--- src/rtl/rng_result_capture_if.sv ---
// ---------------------------------------------------------------------------
// rng_result_capture_if
// Purpose: Bundles the start/random inputs and the result/statistics outputs
//          of the random-number result capture block. The LFSR generator's
//          button pulse and random nibble come in, and the captured result,
//          history and roll statistics go out.
// Signals:
//    i_start         start/pause pulse, one cycle wide
//    i_random[3:0]   generator random output
//    o_busy          rolling or paused
//    o_paused        paused
//    o_result[3:0]   last captured result
//    o_result_valid  one-cycle pulse on capture
//    o_repeat        capture equals the previous capture
//    o_history[15:0] last four results, newest in [3:0]
//    o_roll_count    completed rolls, wrapping
// Modports:
//    master  drives i_start/i_random and observes the results
//    slave   the capture block itself
// ---------------------------------------------------------------------------
interface rng_result_capture_if;
   logic        i_start;
   logic [3:0]  i_random;
   logic        o_busy;
   logic        o_paused;
   logic [3:0]  o_result;
   logic        o_result_valid;
   logic        o_repeat;
   logic [15:0] o_history;
   logic [7:0]  o_roll_count;

   modport master (
      output i_start, i_random,
      input  o_busy, o_paused, o_result, o_result_valid, o_repeat,
             o_history, o_roll_count
   );

   modport slave (
      input  i_start, i_random,
      output o_busy, o_paused, o_result, o_result_valid, o_repeat,
             o_history, o_roll_count
   );
endinterface

--- src/rtl/rng_result_capture.sv ---
// ---------------------------------------------------------------------------
// rng_result_capture
// Purpose: Consumer end of the LFSR random-number generator. It follows the
//          same start/pause pulses the generator sees, waits for the random
//          output to stay quiet for SETTLE_CYCLES rolling cycles, and then
//          latches that value as the final result. It also keeps a four-entry
//          result history, a wrapping roll counter and a repeat flag.
// Parameters:
//    SETTLE_CYCLES  quiet rolling cycles needed to declare a result final
//    CNT_W          quiet counter width, must hold SETTLE_CYCLES-1
// Ports:
//    i_clk   clock, all logic on the rising edge
//    i_rst   synchronous active-high reset
//    bus     rng_result_capture_if.slave (start/random in, results out)
// ---------------------------------------------------------------------------
module rng_result_capture #(
   parameter int SETTLE_CYCLES = 67108864,
   parameter int CNT_W         = 27
) (
   input  logic                 i_clk,
   input  logic                 i_rst,
   rng_result_capture_if.slave  bus
);

   typedef enum logic [1:0] {
      IDLE  = 2'd0,
      ROLL  = 2'd1,
      PAUSE = 2'd2,
      DONE  = 2'd3
   } state_t;

   localparam logic [CNT_W-1:0] SETTLE_LAST = CNT_W'(SETTLE_CYCLES - 1);

   state_t           state_q,       state_d;
   logic [CNT_W-1:0] quietCnt_q,    quietCnt_d;
   logic [3:0]       prevSample_q,  prevSample_d;
   logic [3:0]       result_q,      result_d;
   logic [15:0]      history_q,     history_d;
   logic [7:0]       rollCount_q,   rollCount_d;
   logic             repeat_q,      repeat_d;
   logic             havePrev_q,    havePrev_d;

   // State and datapath registers. Reset aborts any roll in progress and
   // clears every visible output, including the history and statistics.
   always_ff @(posedge i_clk) begin
      if (i_rst) begin
         state_q      <= IDLE;
         quietCnt_q   <= '0;
         prevSample_q <= '0;
         result_q     <= '0;
         history_q    <= '0;
         rollCount_q  <= '0;
         repeat_q     <= 1'b0;
         havePrev_q   <= 1'b0;
      end else begin
         state_q      <= state_d;
         quietCnt_q   <= quietCnt_d;
         prevSample_q <= prevSample_d;
         result_q     <= result_d;
         history_q    <= history_d;
         rollCount_q  <= rollCount_d;
         repeat_q     <= repeat_d;
         havePrev_q   <= havePrev_d;
      end
   end

   // Next-state and capture logic. Everything holds by default; the repeat
   // flag defaults low so it only survives for the single DONE cycle that
   // follows a capture. Within ROLL a start pulse wins over a settle on the
   // same cycle, so pausing exactly at the settle point never captures.
   // While paused the quiet count is frozen, and on resume the current
   // random value becomes the new reference without restarting the count.
   always_comb begin
      state_d      = state_q;
      quietCnt_d   = quietCnt_q;
      prevSample_d = prevSample_q;
      result_d     = result_q;
      history_d    = history_q;
      rollCount_d  = rollCount_q;
      repeat_d     = 1'b0;
      havePrev_d   = havePrev_q;

      case (state_q)
         IDLE: begin
            if (bus.i_start) begin
               state_d      = ROLL;
               quietCnt_d   = '0;
               prevSample_d = bus.i_random;
            end
         end

         ROLL: begin
            if (bus.i_start) begin
               state_d = PAUSE;
            end else if (bus.i_random != prevSample_q) begin
               quietCnt_d   = '0;
               prevSample_d = bus.i_random;
            end else if (quietCnt_q == SETTLE_LAST) begin
               state_d     = DONE;
               result_d    = prevSample_q;
               history_d   = {history_q[11:0], prevSample_q};
               rollCount_d = rollCount_q + 8'd1;
               repeat_d    = havePrev_q && (prevSample_q == history_q[3:0]);
               havePrev_d  = 1'b1;
            end else begin
               quietCnt_d = quietCnt_q + CNT_W'(1);
            end
         end

         PAUSE: begin
            if (bus.i_start) begin
               state_d      = ROLL;
               prevSample_d = bus.i_random;
            end
         end

         DONE: begin
            state_d = IDLE;
         end

         default: begin
            state_d = IDLE;
         end
      endcase
   end

   // Status outputs decode directly from the state register; the valid
   // pulse is simply the one-cycle DONE state.
   assign bus.o_busy         = (state_q == ROLL) || (state_q == PAUSE);
   assign bus.o_paused       = (state_q == PAUSE);
   assign bus.o_result_valid = (state_q == DONE);
   assign bus.o_result       = result_q;
   assign bus.o_repeat       = repeat_q;
   assign bus.o_history      = history_q;
   assign bus.o_roll_count   = rollCount_q;

endmodule

--- src/flat_wrapper.sv ---
// flat-port wrapper written by rule: the top's interface ports become plain ports
module rng_result_capture_flat 
#(
   parameter int SETTLE_CYCLES = 67108864,
   parameter int CNT_W         = 27
)
  (i_clk, i_rst, bus_i_start, bus_i_random, bus_o_busy, bus_o_paused, bus_o_result, bus_o_result_valid, bus_o_repeat, bus_o_history, bus_o_roll_count);
  rng_result_capture_if bus_i ();
  input  logic i_clk;
  input  logic i_rst;
  input wire logic [$bits(bus_i.i_start)-1:0] bus_i_start;
  input wire logic [$bits(bus_i.i_random)-1:0] bus_i_random;
  output wire logic [$bits(bus_i.o_busy)-1:0] bus_o_busy;
  output wire logic [$bits(bus_i.o_paused)-1:0] bus_o_paused;
  output wire logic [$bits(bus_i.o_result)-1:0] bus_o_result;
  output wire logic [$bits(bus_i.o_result_valid)-1:0] bus_o_result_valid;
  output wire logic [$bits(bus_i.o_repeat)-1:0] bus_o_repeat;
  output wire logic [$bits(bus_i.o_history)-1:0] bus_o_history;
  output wire logic [$bits(bus_i.o_roll_count)-1:0] bus_o_roll_count;
  assign bus_i.i_start = bus_i_start;
  assign bus_i.i_random = bus_i_random;
  assign bus_o_busy = bus_i.o_busy;
  assign bus_o_paused = bus_i.o_paused;
  assign bus_o_result = bus_i.o_result;
  assign bus_o_result_valid = bus_i.o_result_valid;
  assign bus_o_repeat = bus_i.o_repeat;
  assign bus_o_history = bus_i.o_history;
  assign bus_o_roll_count = bus_i.o_roll_count;
  rng_result_capture #(.SETTLE_CYCLES(SETTLE_CYCLES), .CNT_W(CNT_W)) u_core (.i_clk(i_clk), .i_rst(i_rst), .bus(bus_i));
endmodule
--- config.mk ---
export PLATFORM = sky130hd
export DESIGN_NAME = rng_result_capture_flat
export DESIGN_NICKNAME = d
export VERILOG_FILES = /design/src/rtl/rng_result_capture_if.sv /design/src/rtl/rng_result_capture.sv /design/src/flat_wrapper.sv
export SDC_FILE = /design/constraint.sdc
export NUM_CORES = 1
export LEC_CHECK = 0
export BUFFER_PORTS_ARGS = -buffer_cell sky130_fd_sc_hd__buf_4
export CORE_MARGIN = 1.5
export CORE_UTILIZATION = 57
export DETAILED_ROUTE_END_ITERATION = 12
export PLACE_DENSITY = 0.87
export SLEW_MARGIN = 20
export SYNTH_ARGS = -nofsm -noshare
export SYNTH_HDL_FRONTEND = slang
export SYNTH_SLANG_ARGS = --single-unit
--- constraint.sdc ---
create_clock -name i_clk -period 3.48 [get_ports i_clk]
set_clock_uncertainty 0.2 [all_clocks]
set_input_delay 0.696 -clock i_clk [delete_from_list [all_inputs] [get_ports i_clk]]
set_output_delay 0.696 -clock i_clk [all_outputs]
set_load 0.005 [all_outputs]
==> qor.yml <==
outcome:
  status: "complete, no violations"
die:
  core_um2: 4820
  start_util: 0.603
  die_h_um: 74.4
  ioPinCount: 39
  die_x_um: 74.4
  rows: 25
  die_area_um2: 5530
layout:
  stdcell_area_um2: 3390
  syn2layout_area_growth_pct: 16.7
  drive_gt1_frac: 0.175
  final_cells: 461
  fin_nets: 402
  num_antenna_cells: 0
sta:
  finalSetupViolations: 0
  fmax_mhz: 342
  hold_ws_ps: 261
  hold_viol_final: 0
  finalCritPeriodShare: 0.840
  fin_crit_ps: 2920
  setup-tns-final_ps: 0
  relSlewSlack: 0.403
  worst_pin_slew_ps: 889
  drv_slew: 0
  rsz0062_at_grt: "false"
critical_path:
  critical_path_class: "reg -> reg"
  cp_cell_sequence: "ha_1, or3b_4, a211oi_4, nand4_2, or4_1, a21oi_1"
  r2r_end: "u_core.quietCnt_q[23]$_SDFFE_PP0P_"
  reg2reg_from: "u_core.state_q[0]$_SDFFE_PP0P_"
  cpPeakStageDelay_ps: 500
  worstSetupStartpoint: "u_core.state_q[0]$_SDFFE_PP0P_"
  slowest_stage: "or4_1"
  end_kind: "register"
  required_ps: 3550
  ff2ff_setup_slack_ps: 560
  cp-start-kind: "register"
  r2r_cells: 6
  cp_max_fo: 15
  critPathArrivalTime_ps: 3000
pwr:
  ir_worst_vdd_v: 0.000462
  p_clk_frac: 0.352
  p_comb_frac: 0.188
  intPower_mw: 1.09
  p_seq_frac: 0.460
  p_leak_nw: 1.20
  swShare: 0.312
  p_per_area_nw_per_um2: 468
  p_sw_mw: 0.496
clocking:
  cts_resized: 0
  path_clk_slew_ps: 70
  cts.sinks: 59
  cts_buffer_depth: 2
  clock-root-buffer: "clkbuf_8"
  htree_num_levels: 3
  post_cts_buffers: 0
  clk_latency_ps: 340
  holdBufCountCts: 0
  cts_tree: "built"
  numCtsBuffers: 9
min_path:
  min_from: "u_core.bus.o_history[15]$_SDFFE_PP0P_"
  min_to: "u_core.bus.o_history[15]$_SDFFE_PP0P_"
  hold_path_class: "reg -> reg"
  hold_path_depth: 2
placed_design:
  placed_area_um2: 3210
  port_buffers: 38
  dp_hpwl_um: 4370
  dp.cells: 445
  gp_congestion: 0.842
synth:
  synth_cells: 354
  synth_area_leaders: "dfxtp_1 (41%), a21oi_1 (9.0%), nand2_1 (6.7%)"
  syn_nets: 367
  netlist.area_leader.share: 0.407
  yosysUniqueCellTypes: 42
  ys_ff_latch: 59
  async_reset_ff_frac: 0
  synth_ff_type: "dfxtp_1"
  avgSynthCellArea_um2: 8.21
  yosysMostFrequentCell: "dfxtp_1"
  syn-cell-area_um2: 2910
  synth_edf_count: 0
  synth.top_cells.by_count: "dfxtp_1 (59), a21oi_1 (52), nand2_1 (52)"
  yosysTopAreaCell: "dfxtp_1"
  yosys_warnings: 0
  synth_seq_area_share: 0.407
detailed_routing:
  ant_nets: 0
  wirelength_um: 6490
  initialDrtViolationCount: 122
  via_count: 2729
  vias_per_cell: 5.92
  routedWlPerCell_um: 14.1
  drc_errors: 0
  firstDrtPassIters: 4
global_routing:
  grt_use_total: 0.247
  grt_max_degree: 36
  grt.overflow.total: 0
  first_global_vias: 2458
  antenna_found_initial: 0
  grt_first_pass_wirelength_um: 10700
run:
  drv_cap: 0
-- worst max path at each step --
stage / end / slack [ps]
after CTS: u_core.quietCnt_q[23]$_SDFFE_PP0P_ / 590
final: u_core.quietCnt_q[23]$_SDFFE_PP0P_ / 560
after floorplan: u_core.quietCnt_q[21]$_SDFFE_PP0P_ / 810
after detailed placement: u_core.quietCnt_q[25]$_SDFFE_PP0P_ / 610
after global routing: u_core.quietCnt_q[24]$_SDFFE_PP0P_ / 360
after global placement: u_core.quietCnt_q[21]$_SDFFE_PP0P_ / 690
-- worst max-delay path: cells and delay by family, from the launching register on --
family / cells / cell delay (ps)
DFF: 1 / 450
and+or+nand+nor: 3 / 1180
adders and majority gates: 1 / 460
AOI/OAI and AO/OA: 2 / 570
-- layout make-up --
class / instances / area (um^2)
multi-input cells: 269 / 1590
fillers: 387 / 1430
flip-flops and latches: 59 / 1180
repair buffers: 45 / 338
clock buffers: 10 / 138
well taps: 67 / 83.8
clock inverters: 6 / 41.3
inverters: 5 / 18.8
-- flip-flops by register name, summed over array words and instances, names as in the netlist --
signal / count
u_core.prevSample_q: 4
u_core.havePrev_q: 1
u_core.bus.o_repeat: 1
u_core.bus.o_roll_count: 8
u_core.quietCnt_q: 27
u_core.bus.o_history: 16
u_core.state_q: 2
-- stage by stage --
| step | worst slack, ps | utilization | power (mW) |
|---|---|---|---|
| floorplan | 813 | - | 0.959 |
| global placement | 693 | 0.666 | 1.02 |
| detailed placement | 613 | 0.666 | 1.04 |
| CTS | 592 | 0.704 | 1.59 |
| global route | 363 | 0.704 | 1.65 |
| finish | 556 | 0.704 | 1.59 |
-- logic make-up (layout without fill, tap and decap cells) --
| kind of cell | count (synthesis) | count (layout) | share of synthesized area |
|---|---|---|---|
| fa+ha+maj | 6 | 6 | 0.0258 |
| buf+inv | 26 | 66 | 0.0465 |
| compound gates | 93 | 93 | 0.184 |
| flops | 59 | 59 | 0.407 |
| mux | 4 | 4 | 0.0138 |
| xor+xnor | 9 | 9 | 0.0271 |
| simple gates | 157 | 157 | 0.296 |
-- layer usage --
| layer | wire length (um) | global-route usage | up-vias |
|---|---|---|---|
| li1 | - | - | 1363 |
| met1 | 2920 | 0.311 | 1277 |
| met2 | 3180 | 0.405 | 72 |
| met3 | 262 | 0.0691 | 17 |
| met4 | 125 | 0.0909 | 0 |
| met5 | 0 | 0 | - |
-- power groups by stage --
stage	Clock [mW]	Sequential, mW	Combinational [mW]
finish	0.559	0.730	0.298
global route	0.598	0.733	0.320
CTS	0.567	0.728	0.297
detailed placement	0	0.743	0.292
global placement	0	0.742	0.276
floorplan	0	0.735	0.224
-- layout by cell type, fill, tap and decap left out, types with 5 or more instances in the layout --
cell type and n:
dfxtp_1 59, nand2_1 52, a21oi_1 52, buf_4 45, o21ai_0 19, or3_1 18, nand3_1 17, nor2_1 15
nand4_1 13, o31ai_1 12, or4_1 11, clkbuf_8 10, and3_1 9, ha_1 6, inv_1 5, xnor2_1 5
Note: power is estimated with default switching activity, not from simulation.
